## config.mk

```make
export PLATFORM = sky130hd
export DESIGN_NAME = carregador_programa_flat
export DESIGN_NICKNAME = d
export VERILOG_FILES = /design/src/rtl/carregador_pkg.sv /design/src/rtl/carregador_programa_if.sv /design/src/rtl/carregador_programa_contador_endereco.sv /design/src/rtl/carregador_programa.sv /design/src/flat_wrapper.sv
export SDC_FILE = /design/constraint.sdc
export NUM_CORES = 1
export LEC_CHECK = 0
export ABC_AREA = 1
export CAP_MARGIN = 5
export CORE_UTILIZATION = 50
export CTS_CLUSTER_DIAMETER = 40
export DETAILED_ROUTE_END_ITERATION = 16
export PLACE_DENSITY_LB_ADDON = 0.05
export SYNTH_ARGS = -nofsm -noshare
export SYNTH_HDL_FRONTEND = slang
export SYNTH_HIERARCHICAL = 1
export SYNTH_SLANG_ARGS = --single-unit
```

## constraint.sdc

```tcl
create_clock -name clk -period 2 [get_ports clk]
set_clock_uncertainty 0.05 [all_clocks]
set_input_delay 0.4 -clock clk [delete_from_list [all_inputs] [get_ports clk]]
set_output_delay 0.4 -clock clk [all_outputs]
set_load 0.05 [all_outputs]
```

## src/rtl/carregador_pkg.sv

```systemverilog
// Shared definitions for the program loader: default widths, halt word and FSM states.
// The LIMPA state exists only when CARREGADOR_LIMPA_EN is defined.
package carregador_pkg;

    localparam int         DEF_ADDR_W    = 8;
    localparam int         DEF_DATA_W    = 8;
    localparam int         DEF_MEM_DEPTH = 256;
    localparam logic [7:0] DEF_HALT_WORD = 8'h00;

    typedef enum logic [2:0] {
        OCIOSO,
        CARREGA,
`ifdef CARREGADOR_LIMPA_EN
        LIMPA,
`endif
        PRONTO,
        ERRO
    } estado_t;

endpackage

```

## src/rtl/carregador_programa_if.sv

```systemverilog
// Host byte stream, instruction-memory write port and core-control status of the loader.
// master = host/bench side, slave = loader side.
interface carregador_programa_if
    import carregador_pkg::*;
#(
    parameter int ADDR_W = DEF_ADDR_W,
    parameter int DATA_W = DEF_DATA_W
);
    logic              start;
    logic [DATA_W-1:0] in_byte;
    logic              in_valid;
    logic              in_ready;
    logic [ADDR_W-1:0] end_instr;
    logic [DATA_W-1:0] dado_instr;
    logic              escreve_instr;
    logic              reset_nucleo;
    logic              carregando;
    logic              concluido;
    logic              erro;
    logic [ADDR_W:0]   contagem;

    modport master (
        output start, in_byte, in_valid,
        input  in_ready, end_instr, dado_instr, escreve_instr,
        input  reset_nucleo, carregando, concluido, erro, contagem
    );

    modport slave (
        input  start, in_byte, in_valid,
        output in_ready, end_instr, dado_instr, escreve_instr,
        output reset_nucleo, carregando, concluido, erro, contagem
    );
endinterface

```

## src/rtl/carregador_programa_contador_endereco.sv

```systemverilog
// Clearable incrementing instruction address counter with a terminal flag at MEM_DEPTH-1.
// The counter saturates at the terminal address so a full memory never wraps back to 0.
module contador_endereco
    import carregador_pkg::*;
#(
    parameter int ADDR_W    = DEF_ADDR_W,
    parameter int MEM_DEPTH = DEF_MEM_DEPTH
)(
    input  logic              clk,
    input  logic              rst_n,
    input  logic              clr,
    input  logic              inc,
    output logic [ADDR_W-1:0] count,
    output logic              terminal
);
    logic [ADDR_W-1:0] count_reg;

    assign terminal = (count_reg == ADDR_W'(MEM_DEPTH - 1));
    assign count    = count_reg;

    always_ff @(posedge clk or negedge rst_n) begin
        if (!rst_n) begin
            count_reg <= '0;
        end else if (clr) begin
            count_reg <= '0;
        end else if (inc && !terminal) begin
            count_reg <= count_reg + 1'b1;
        end
    end
endmodule

```

## src/rtl/carregador_programa.sv

```systemverilog
// Program loader: writes a valid/ready byte stream into instruction memory from address 0
// and holds the core in reset until done. Optional fill of unused words: CARREGADOR_LIMPA_EN.
module carregador_programa
    import carregador_pkg::*;
#(
    parameter int                ADDR_W    = DEF_ADDR_W,
    parameter int                DATA_W    = DEF_DATA_W,
    parameter int                MEM_DEPTH = DEF_MEM_DEPTH,
    parameter logic [DATA_W-1:0] HALT_WORD = DATA_W'(DEF_HALT_WORD)
)(
    input  logic                 clk,
    input  logic                 rst_n,
    carregador_programa_if.slave bus
);
    estado_t           estado_reg;
    logic              in_ready_reg;
    logic              escreve_reg;
    logic              reset_nucleo_reg;
    logic              carregando_reg;
    logic              concluido_reg;
    logic              erro_reg;
    logic [ADDR_W-1:0] end_reg;
    logic [DATA_W-1:0] dado_reg;
    logic [ADDR_W:0]   contagem_reg;

    logic [ADDR_W-1:0] endereco;
    logic              fim;
    logic              transfer;
    logic              start_ok;
    logic              fill_step;

    // Start is honoured only outside an active load or fill.
    assign start_ok = bus.start && ((estado_reg == OCIOSO) ||
                                    (estado_reg == PRONTO) ||
                                    (estado_reg == ERRO));
    assign transfer = (estado_reg == CARREGA) && in_ready_reg && bus.in_valid;

`ifdef CARREGADOR_LIMPA_EN
    assign fill_step = (estado_reg == LIMPA);
`else
    assign fill_step = 1'b0;
`endif

    contador_endereco #(
        .ADDR_W    (ADDR_W),
        .MEM_DEPTH (MEM_DEPTH)
    ) u_contador (
        .clk      (clk),
        .rst_n    (rst_n),
        .clr      (start_ok),
        .inc      (transfer || fill_step),
        .count    (endereco),
        .terminal (fim)
    );

    // Concluido/ResetNucleo/Erro rise one cycle after entering their state, so the
    // core is only released after the final memory write has been presented.
    always_ff @(posedge clk or negedge rst_n) begin
        if (!rst_n) begin
            estado_reg       <= OCIOSO;
            in_ready_reg     <= 1'b0;
            escreve_reg      <= 1'b0;
            reset_nucleo_reg <= 1'b0;
            carregando_reg   <= 1'b0;
            concluido_reg    <= 1'b0;
            erro_reg         <= 1'b0;
            end_reg          <= '0;
            dado_reg         <= '0;
            contagem_reg     <= '0;
        end else begin
            escreve_reg <= 1'b0;
            if (start_ok) begin
                estado_reg       <= CARREGA;
                in_ready_reg     <= 1'b1;
                carregando_reg   <= 1'b1;
                concluido_reg    <= 1'b0;
                erro_reg         <= 1'b0;
                reset_nucleo_reg <= 1'b0;
                contagem_reg     <= '0;
            end else begin
                case (estado_reg)
                    CARREGA: begin
                        if (transfer) begin
                            end_reg      <= endereco;
                            dado_reg     <= bus.in_byte;
                            escreve_reg  <= 1'b1;
                            contagem_reg <= contagem_reg + 1'b1;
                            if (bus.in_byte == HALT_WORD) begin
                                in_ready_reg <= 1'b0;
`ifdef CARREGADOR_LIMPA_EN
                                if (!fim) begin
                                    estado_reg <= LIMPA;
                                end else begin
                                    estado_reg     <= PRONTO;
                                    carregando_reg <= 1'b0;
                                end
`else
                                estado_reg     <= PRONTO;
                                carregando_reg <= 1'b0;
`endif
                            end else if (fim) begin
                                estado_reg     <= ERRO;
                                in_ready_reg   <= 1'b0;
                                carregando_reg <= 1'b0;
                            end
                        end
                    end
`ifdef CARREGADOR_LIMPA_EN
                    LIMPA: begin
                        end_reg     <= endereco;
                        dado_reg    <= HALT_WORD;
                        escreve_reg <= 1'b1;
                        if (fim) begin
                            estado_reg     <= PRONTO;
                            carregando_reg <= 1'b0;
                        end
                    end
`endif
                    PRONTO: begin
                        concluido_reg    <= 1'b1;
                        reset_nucleo_reg <= 1'b1;
                    end
                    ERRO: begin
                        erro_reg <= 1'b1;
                    end
                    default: begin
                    end
                endcase
            end
        end
    end

    assign bus.in_ready      = in_ready_reg;
    assign bus.end_instr     = end_reg;
    assign bus.dado_instr    = dado_reg;
    assign bus.escreve_instr = escreve_reg;
    assign bus.reset_nucleo  = reset_nucleo_reg;
    assign bus.carregando    = carregando_reg;
    assign bus.concluido     = concluido_reg;
    assign bus.erro          = erro_reg;
    assign bus.contagem      = contagem_reg;
endmodule

```

## src/flat_wrapper.sv

```systemverilog
// flat-port wrapper written by rule: the top's interface ports become plain ports
module carregador_programa_flat import carregador_pkg::*;
#(
    parameter int                ADDR_W    = DEF_ADDR_W,
    parameter int                DATA_W    = DEF_DATA_W,
    parameter int                MEM_DEPTH = DEF_MEM_DEPTH,
    parameter logic [DATA_W-1:0] HALT_WORD = DATA_W'(DEF_HALT_WORD)
)
  (clk, rst_n, bus_start, bus_in_byte, bus_in_valid, bus_in_ready, bus_end_instr, bus_dado_instr, bus_escreve_instr, bus_reset_nucleo, bus_carregando, bus_concluido, bus_erro, bus_contagem);
  carregador_programa_if #(.ADDR_W(ADDR_W), .DATA_W(DATA_W)) bus_i ();
  input  logic clk;
  input  logic rst_n;
  input wire logic [$bits(bus_i.start)-1:0] bus_start;
  input wire logic [$bits(bus_i.in_byte)-1:0] bus_in_byte;
  input wire logic [$bits(bus_i.in_valid)-1:0] bus_in_valid;
  output wire logic [$bits(bus_i.in_ready)-1:0] bus_in_ready;
  output wire logic [$bits(bus_i.end_instr)-1:0] bus_end_instr;
  output wire logic [$bits(bus_i.dado_instr)-1:0] bus_dado_instr;
  output wire logic [$bits(bus_i.escreve_instr)-1:0] bus_escreve_instr;
  output wire logic [$bits(bus_i.reset_nucleo)-1:0] bus_reset_nucleo;
  output wire logic [$bits(bus_i.carregando)-1:0] bus_carregando;
  output wire logic [$bits(bus_i.concluido)-1:0] bus_concluido;
  output wire logic [$bits(bus_i.erro)-1:0] bus_erro;
  output wire logic [$bits(bus_i.contagem)-1:0] bus_contagem;
  assign bus_i.start = bus_start;
  assign bus_i.in_byte = bus_in_byte;
  assign bus_i.in_valid = bus_in_valid;
  assign bus_in_ready = bus_i.in_ready;
  assign bus_end_instr = bus_i.end_instr;
  assign bus_dado_instr = bus_i.dado_instr;
  assign bus_escreve_instr = bus_i.escreve_instr;
  assign bus_reset_nucleo = bus_i.reset_nucleo;
  assign bus_carregando = bus_i.carregando;
  assign bus_concluido = bus_i.concluido;
  assign bus_erro = bus_i.erro;
  assign bus_contagem = bus_i.contagem;
  carregador_programa #(.ADDR_W(ADDR_W), .DATA_W(DATA_W), .MEM_DEPTH(MEM_DEPTH), .HALT_WORD(HALT_WORD)) u_core (.clk(clk), .rst_n(rst_n), .bus(bus_i));
endmodule
```

# After elaboration in Yosys (flattened, before gate mapping)
# Cells that the tools add are included.
dict set report word_totals {
  ff_bits 40
  inputBits 12
  output_inout_bits 31
  elab_cells 56
}
dict set report classes {
  addsub 2
  eq_ne 4
  n_mux 22
  bitwise 1
  reduce_logical 18
}
# op count
set ops {}
lappend ops {{$mux 9} 3}
lappend ops {{$mux 8} 2}
lappend ops {{$mux 3} 5}
lappend ops {{$mux 1} 12}
lappend ops {{$reduce_bool 2->1} 5}
lappend ops {{$add 9x1->9 const B} 1}
lappend ops {{$add 8x1->8 const B} 1}
lappend ops {{$eq 8x8->1 const B} 1}
lappend ops {{$logic_not 8->1} 1}
lappend ops {{$eq 3x2->1 const B} 2}
lappend ops {{$reduce_and 3->1} 2}
lappend ops {{$logic_and 1x1->1} 4}
lappend ops {{$eq 3x1->1 const B} 1}
lappend ops {{$logic_not 3->1} 1}
lappend ops {{$reduce_bool 3->1} 1}
lappend ops {{$logic_or 1x1->1} 2}
lappend ops {{$reduce_and 2->1} 1}
lappend ops {{$logic_not 1->1} 1}
lappend ops {{$not 1->1} 1}

# Longest topological paths before layout
# Gate-level depths: netlist of run 1.
dict set report depth {
  ltp_word 6
  depth_mapped 10
  depth_no_buf 10
}

# By module
# Netlist of run 1, hierarchy kept.
# module n_inst cells_each area_each_um2 seq_area_each_um2
set modules_own_cells {}
lappend modules_own_cells {carregador_programa 1 179 1430.1 775.7}
lappend modules_own_cells {contador_endereco 1 70 508.0 200.2}

# Worst setup path after synthesis of run 1
# Ideal clock, no wire load.
dict set report synth_timing {
  path_type {reg2reg}
  start {reg, netlist name u_core/bus.carregando}
  end {reg u_core.u_contador.count_reg[0], in the netlist u_core/u_contador/count[0]}
  setup_time_ps 76
  arrival_ps 1662
  required_ps 1874
  slack_ps 211
  stages_incl_launch_ff 9
  path_buffers 2
  period_less_slack_ps 1789
  cell_sequence {dfrtp_1 -> nand2_1 -> nor2_2 -> buf_6 -> buf_6 -> inv_1 -> a21oi_1 -> nand3_1 -> o21ai_1}
}
# item line
set synth_rtl {}
lappend synth_rtl {{end signal, assigned} carregador_programa_contador_endereco.sv:27} ;# count_reg <= count_reg + 1'b1;
lappend synth_rtl {{end, declared} carregador_programa_contador_endereco.sv:16} ;# logic [ADDR_W-1:0] count_reg;

# Worst setup path after layout of run 1
dict set report layout_timing {
  start {reg u_core.contagem_reg[6], in the netlist u_core/bus.contagem[6]}
  end {out bus_contagem[6]}
}
# item line
set layout_rtl {}
lappend layout_rtl {{start, declared} carregador_programa.sv:24} ;# logic [ADDR_W:0] contagem_reg;
lappend layout_rtl {{start signal, assigned} carregador_programa.sv:87} ;# contagem_reg <= contagem_reg + 1'b1;
lappend layout_rtl {{end, declared} flat_wrapper.sv:24} ;# output wire logic [$bits(bus_i.contagem)-1:0] bus_contagem;
# No word-level cell between the ends.

==> results.md, run 1 <==
* Max-slew violations at 0
* HP Class: input port to async pin
* Bufs and invs on worst path at 1
* Die X at 64.3 microns
* DRC at 0
* IO Count at 43
* Mapped Area at 0.00194 sq mm
* FF-to-FF path depth at 7
* Minimum clock period after layout at 1.94 ns
* Setup TNS at 0 ns
* CP max stage cell: clkdlybuf4s50_1
* Most frequent cells in the layout: nand2_1 (95), dfrtp_1 (39), clkdlybuf4s50_1 (33), inv_1 (31), nor2_1 (20)
* DIE HEIGHT at 64.3 microns
* H-tree depth at 2
* Vias per cell at 4.76
* Clock sinks at 39
* Die area at 0.00413 sq mm
* Number of global-route vias before repair at 1,532
* First-pass GRT wire length at 6.76 mm
* Setup violators final at 0
* Fillers at 330
* Core Region at 0.00369 sq mm
* Pre-Repair DR Iteration Count at 4
* Seq/Total Area, Yosys at 0.504
* Pwr Density at 1280 mW/mm^2
* Final hold vios at 0
* Clock Latency Late Sink at 0.29 ns
* Commonest non-fill, non-tap cell in the layout: nand2_1
* TritonCTS Buffers at 5
* Post-place instance area at 0.00239 sq mm
* Maximum clock rate at 517 MHz
* Ant diodes at 0
* Largest net degree at the start of global routing at 40
* Synth warnings at 6
* Slew at the pin closest to its max-slew limit at 0.511 ns
* Leak Pwr at 1.33 nW
* Layout cells sized above 1 at 0.114
* Switching power total at 1.42 mW
* Unrepaired setup endpoints after global routing: no
* Sw frac at 0.446
* Max Root-Sink Buffers at 2
* Routed len/inst at 10.9 microns
* Relative slew slack at 0.658
* Proportion of power drawn by combinational gates at 0.473
* FP Rows at 22
* Post-synth cell types at 22
* Area of the multi-input gates at 778 sq um
* Grt ovf at 0
* Port Buf Inserts at 42
* Post-CTS Hold Buffers at 0
* Mapped Nets at 263
* Ordered cell list for the critical path: clkdlybuf4s50_1
* Status: completed
* Largest register FFs at 9
* HPWL after DPL at 2.78 mm
* Vias after detailed routing at 1,646
* Clock slew at reported path FFs at 0.07 ns
* Worst hold slack at 0.105 ns
* Critical path depth in cells at 1
* Post-CTS Setup Repair Bufs at 0
* Top Family by Delay on Critical Path: buffers and inverters
* Root Driver: clkbuf_8
* Antenna Nets Post-Route at 0
* Fin crit share at 0.968
* CP endpoint kind: output port
* CP Data Required Time at 1.55 ns
* Final nets at 311
* Maximum VDD drop at 0.713 mV
* DRC marker count from the first detailed-route iteration at 75
* GRT Util Overall at 0.213
* Reg2reg setup slack at 0.45 ns
* Initial antenna violation count at 0
* Data arrival, critical path at 1.49 ns
* Seq cells post-synth at 39
* R2R Path Start: u_core/estado_reg[1]$_DFFE_PN0P_
* Clock power frac at 0.179
* R2r endpoint: u_core/u_contador/count[0]$_DFFE_PN0P_
* Sequential share of power at 0.348
* CTS tree: built
* Initial Util at 0.525
* CP max FO at 4
* Worst Setup Start Kind: register
* Synth Area per Inst at 7.78 sq um
* Crit Path Class: register to output port
* Routed Wire Length at 3.76 mm
* Register area at 976 sq um
* Syn-to-layout area delta at 28.4%
* Largest stage delay, worst path at 0.81 ns
* Int Pwr at 1.77 mW
* Mapped Cells at 249
* Gpl congestion at 0.869
* Max-cap violations at 0
* Cell area after layout at 0.00249 sq mm
[cell families after synthesis]
group / share of synthesized area
adders and majority gates: 0.0129
DFF: 0.504
buffers and inverters: 0.0949
xor gates and xnor gates: 0.00452
AOI/OAI and AO/OA: 0.0594
and+or+nand+nor: 0.325
[per-layer routing]
layer,share of wire,global-route usage,wire length (microns),vias up
met5,0,0,0,-
met4,0.019,0.0917,72,0
met3,0.042,0.0536,159,8
met2,0.42,0.325,1600,37
met1,0.51,0.285,1930,738
li1,-,-,-,863
[cell usage after synthesis]
cell type | number | share of area
xor2_1 | 1 | 0.0045
buf_4 | 3 | 0.012
a21oi_1 | 5 | 0.013
nor3_1 | 2 | 0.0052
nand2_2 | 3 | 0.0097
buf_6 | 2 | 0.012
nor2_2 | 3 | 0.0097
clkinv_4 | 1 | 0.0045
nor2_4 | 1 | 0.0058
dfrtp_1 | 39 | 0.50
nor2_1 | 20 | 0.039
nand2_4 | 3 | 0.017
nand3b_4 | 1 | 0.010
o21ai_0 | 6 | 0.015
nand3_1 | 12 | 0.031
buf_2 | 2 | 0.0052
ha_1 | 2 | 0.013
nand4_1 | 4 | 0.013
inv_2 | 1 | 0.0019
o21ai_1 | 12 | 0.031
nand2_1 | 95 | 0.18
inv_1 | 31 | 0.060
[worst max path at each step]
stage | start | to | slack (ns)
after global placement | bus_in_valid | u_core/u_contador/count[1]$_DFFE_PN0P_ | 0.12
final | u_core/bus.contagem[6]$_DFFE_PN0P_ | bus_contagem[6] | 0.06
after detailed placement | bus_in_valid | u_core/u_contador/count[0]$_DFFE_PN0P_ | 0.04
after floorplan | u_core/bus.carregando$_DFFE_PN0P_ | u_core/u_contador/count[0]$_DFFE_PN0P_ | 0.21
after CTS | u_core/bus.contagem[7]$_DFFE_PN0P_ | bus_contagem[7] | 0.03
after global routing | u_core/bus.carregando$_DFFE_PN0P_ | bus_carregando | 0.01
[power groups by stage]
stage | registers, mW | clock network, mW | logic [mW]
6_report | 1.11 | 0.571 | 1.51
4_1_cts | 1.11 | 0.593 | 1.52
3_3_place_gp | 1.13 | 0 | 1.50
5_1_grt | 1.14 | 0.629 | 1.63
3_5_place_dp | 1.13 | 0 | 1.52
2_1_floorplan | 1.62 | 0 | 0.570
[metrics by stage]
step	util	setup WS [ns]	std cells	power, mW
CTS	0.674	0.0287	346	3.23
global placement	0.647	0.116	338	2.63
detailed placement	0.647	0.0352	338	2.65
floorplan	-	0.211	249	2.19
finish	0.675	0.0643	346	3.19
global route	0.675	0.00952	346	3.40
[area by class of cell]
type                            count  share of cell area
Inverter                           33              0.0518
Timing Repair Buffer               48               0.179
Tap cell                           48              0.0241
Multi-Input combinational cell    170               0.313
Sequential cell                    39               0.392
Clock buffer                        8              0.0402
[what timing repair did]
action | in CTS | in global routing
gates resized for setup | 0 | 1
endpoints found under the hold margin | 0 | 0
endpoints found under the setup margin | 0 | 1
No activity file was read; power rests on OpenSTA's default activity.
==> inputs of run 2 (changes only) <==
- CORE_UTILIZATION: 50 -> 55
- DONT_BUFFER_PORTS: default -> 1
- clock period: 2 -> 2.4 ns (I/O delays scaled with it)
==> run 2 against run 1 <==
Cell count fell by 12%. Critical path depth grew 8. Global-route usage up 0.83 points. Largest power group is now registers.
==> results.md, run 2 (synthesis gave the netlist of run 1 again) <==
* Crit Path Class: register to register
* DIE HEIGHT at 61.4 microns (-4.5%)
* TritonCTS Buffers at 5 (unchanged)
* Maximum VDD drop at 0.482 mV (-32%)
* Setup ws final at 0.683 ns (+0.619 ns)
* Grt ovf at 0 (unchanged)
* Top Family by Delay on Critical Path: simple AND/OR/NAND/NOR gates
* Fin crit share at 0.715
* Switching power total at 1.16 mW (-18%)
* Leak Pwr at 1.15 nW (-13%)
* Most frequent cells in the layout: nand2_1 (95), dfrtp_1 (39), inv_1 (31), nor2_1 (20)
* Worst Setup Start Kind: register
* Routed len/inst at 12.2 microns (+12%)
* Cell area after layout at 0.00210 sq mm (-16%)
* Layout cells sized above 1 at 0.109 (-0.00557)
* Vias after detailed routing at 1,528 (-7.2%)
* Largest stage delay, worst path at 0.41 ns (-0.40 ns)
* Number of global-route vias before repair at 1,338 (-13%)
* Gpl congestion at 0.837 (-3.6%)
* Final nets at 271 (-13%)
* Clock Latency Late Sink at 0.34 ns (+0.05 ns)
* Commonest non-fill, non-tap cell in the layout: nand2_1
* IO Count at 43 (unchanged)
* CP max stage cell: dfrtp_1
* Pre-Repair DR Iteration Count at 4 (unchanged)
* HP Class: input port to register
* Clock slew at reported path FFs at 0.11 ns (+0.04 ns)
* Port Buf Inserts at 0 (-100%)
* Bufs and invs on worst path at 4 (+3)
* Sw frac at 0.484 (+0.0389)
* Final hold vios at 0 (unchanged)
* Int Pwr at 1.24 mW (-30%)
* Syn-to-layout area delta at 8.46%
* Proportion of power drawn by combinational gates at 0.282 (-0.191)
* FP Rows at 21 (-4.5%)
* Die area at 0.00377 sq mm (-8.8%)
* Largest register FFs at 9 (unchanged)
* Initial Util at 0.576 (+0.0508)
* Max-slew violations at 0 (unchanged)
* Post-CTS Resized at 0 (unchanged)
* Setup violators final at 0 (unchanged)
* Die X at 61.4 microns (-4.5%)
* Core Region at 0.00336 sq mm (-8.8%)
* Vias per cell at 5.03 (+5.7%)
* Core Util, Final at 0.625 (-0.0497)
* Clock sinks at 39 (unchanged)
* Reg2reg setup slack at 0.68 ns (+0.23 ns)
* Post-place instance area at 0.00199 sq mm (-17%)
* Ordered cell list for the critical path: inv_1, nand2_2, nand2_1, inv_1, inv_1, nand2_4, clkinv_4, nand2_1, nand2_1
* CTS tree: built
* Ant diodes at 0 (unchanged)
* Unrepaired setup endpoints after global routing: no
* Sequential share of power at 0.526 (+0.178)
* GRT Util Overall at 0.221 (+0.00829)
* Maximum clock rate at 582 MHz
* First-pass GRT wire length at 5.96 mm (-12%)
* Status: completed
* Slew at the pin closest to its max-slew limit at 0.585 ns (+0.0743 ns)
* Minimum clock period after layout at 1.72 ns
* Relative slew slack at 0.610 (-0.0485)
* Max Root-Sink Buffers at 2 (unchanged)
* Max-cap violations at 0 (unchanged)
* Setup TNS at 0 ns (unchanged)
* DRC at 0 (unchanged)
* Clock power frac at 0.192 (+0.013)
* Place WS at 0.719 ns (+0.683 ns)
* Initial antenna violation count at 0 (unchanged)
* CP max FO at 13 (+9)
* CP Data Required Time at 2.64 ns (+1.09 ns)
* Final Power at 2.40 mW (-25%)
* CP endpoint kind: register
* Routed Wire Length at 3.71 mm (-1.3%)
* HPWL after DPL at 2.60 mm (-6.6%)
* Data arrival, critical path at 1.95 ns (+0.46 ns)
* Root Driver: clkbuf_4
* Antenna Nets Post-Route at 0 (unchanged)
* Largest net degree at the start of global routing at 40 (unchanged)
* DRC marker count from the first detailed-route iteration at 83 (+11%)
* Pwr Density at 1140 mW/mm^2 (-11%)
* H-tree depth at 2 (unchanged)
run 2: routing by layer:
layer	wire, microns	part of all wire	vias to the layer above	GRT usage
li1	-	-	787	-
met1	1770	0.48	684	0.303
met2	1630	0.44	49	0.331
met3	249	0.067	8	0.0651
met4	57	0.015	0	0.0889
met5	0	0	-	0
run 2: cell type report:
cell class	count	area (sq um)
clock buffers	6	51.3
clock inverters	2	35.0
fillers	304	1260
inverters	33	129
multi-input cells	170	778
flip-flops and latches	39	976
well taps	46	57.6
repair buffers	8	75.1
run 2: power by group through the flow:
stage	sequential (mW)	combinational [mW]	clock [mW]
6_report	1.26	0.676	0.459
5_1_grt	1.29	0.769	0.502
4_1_cts	1.26	0.681	0.475
3_5_place_dp	1.28	0.658	0
3_3_place_gp	1.28	0.653	0
2_1_floorplan	1.35	0.475	0
run 2: worst paths after layout:
check	startpoint	to	depth (start not counted)
min in group asynchronous	rst_n	u_core/bus.dado_instr[4]$_DFFE_PN0P_	2
hold / removal	bus_in_byte[2]	u_core/bus.dado_instr[2]$_DFFE_PN0P_	2
hold reg to reg	u_core/bus.concluido$_DFFE_PN0P_	u_core/bus.concluido$_DFFE_PN0P_	2
setup / recovery	u_core/estado_reg[1]$_DFFE_PN0P_	u_core/u_contador/count[3]$_DFFE_PN0P_	9
setup reg to reg	u_core/estado_reg[1]$_DFFE_PN0P_	u_core/u_contador/count[3]$_DFFE_PN0P_	9
max in group asynchronous	rst_n	u_core/u_contador/count[7]$_DFFE_PN0P_	2
run 2: timing repair:
action,4_1_cts,5_1_grt
endpoints found under the hold margin,39,0
buffers inserted,0,0
hold buffers,2,0
run 2: per-stage QoR:
step,instances,hold WS (ns)
6_report,304,0.221
2_1_floorplan,249,0.134
5_1_grt,304,0.208
3_5_place_dp,294,0.135
4_1_cts,304,0.208
3_3_place_gp,294,0.135
run 2: worst register-to-register path, stage by stage, from the launching register on:
cell and delay (ns):
dfrtp_1 0.41, inv_1 0.09, nand2_2 0.07, nand2_1 0.36, inv_1 0.18, inv_1 0.22, nand2_4 0.11, clkinv_4 0.07
nand2_1 0.04, nand2_1 0.06
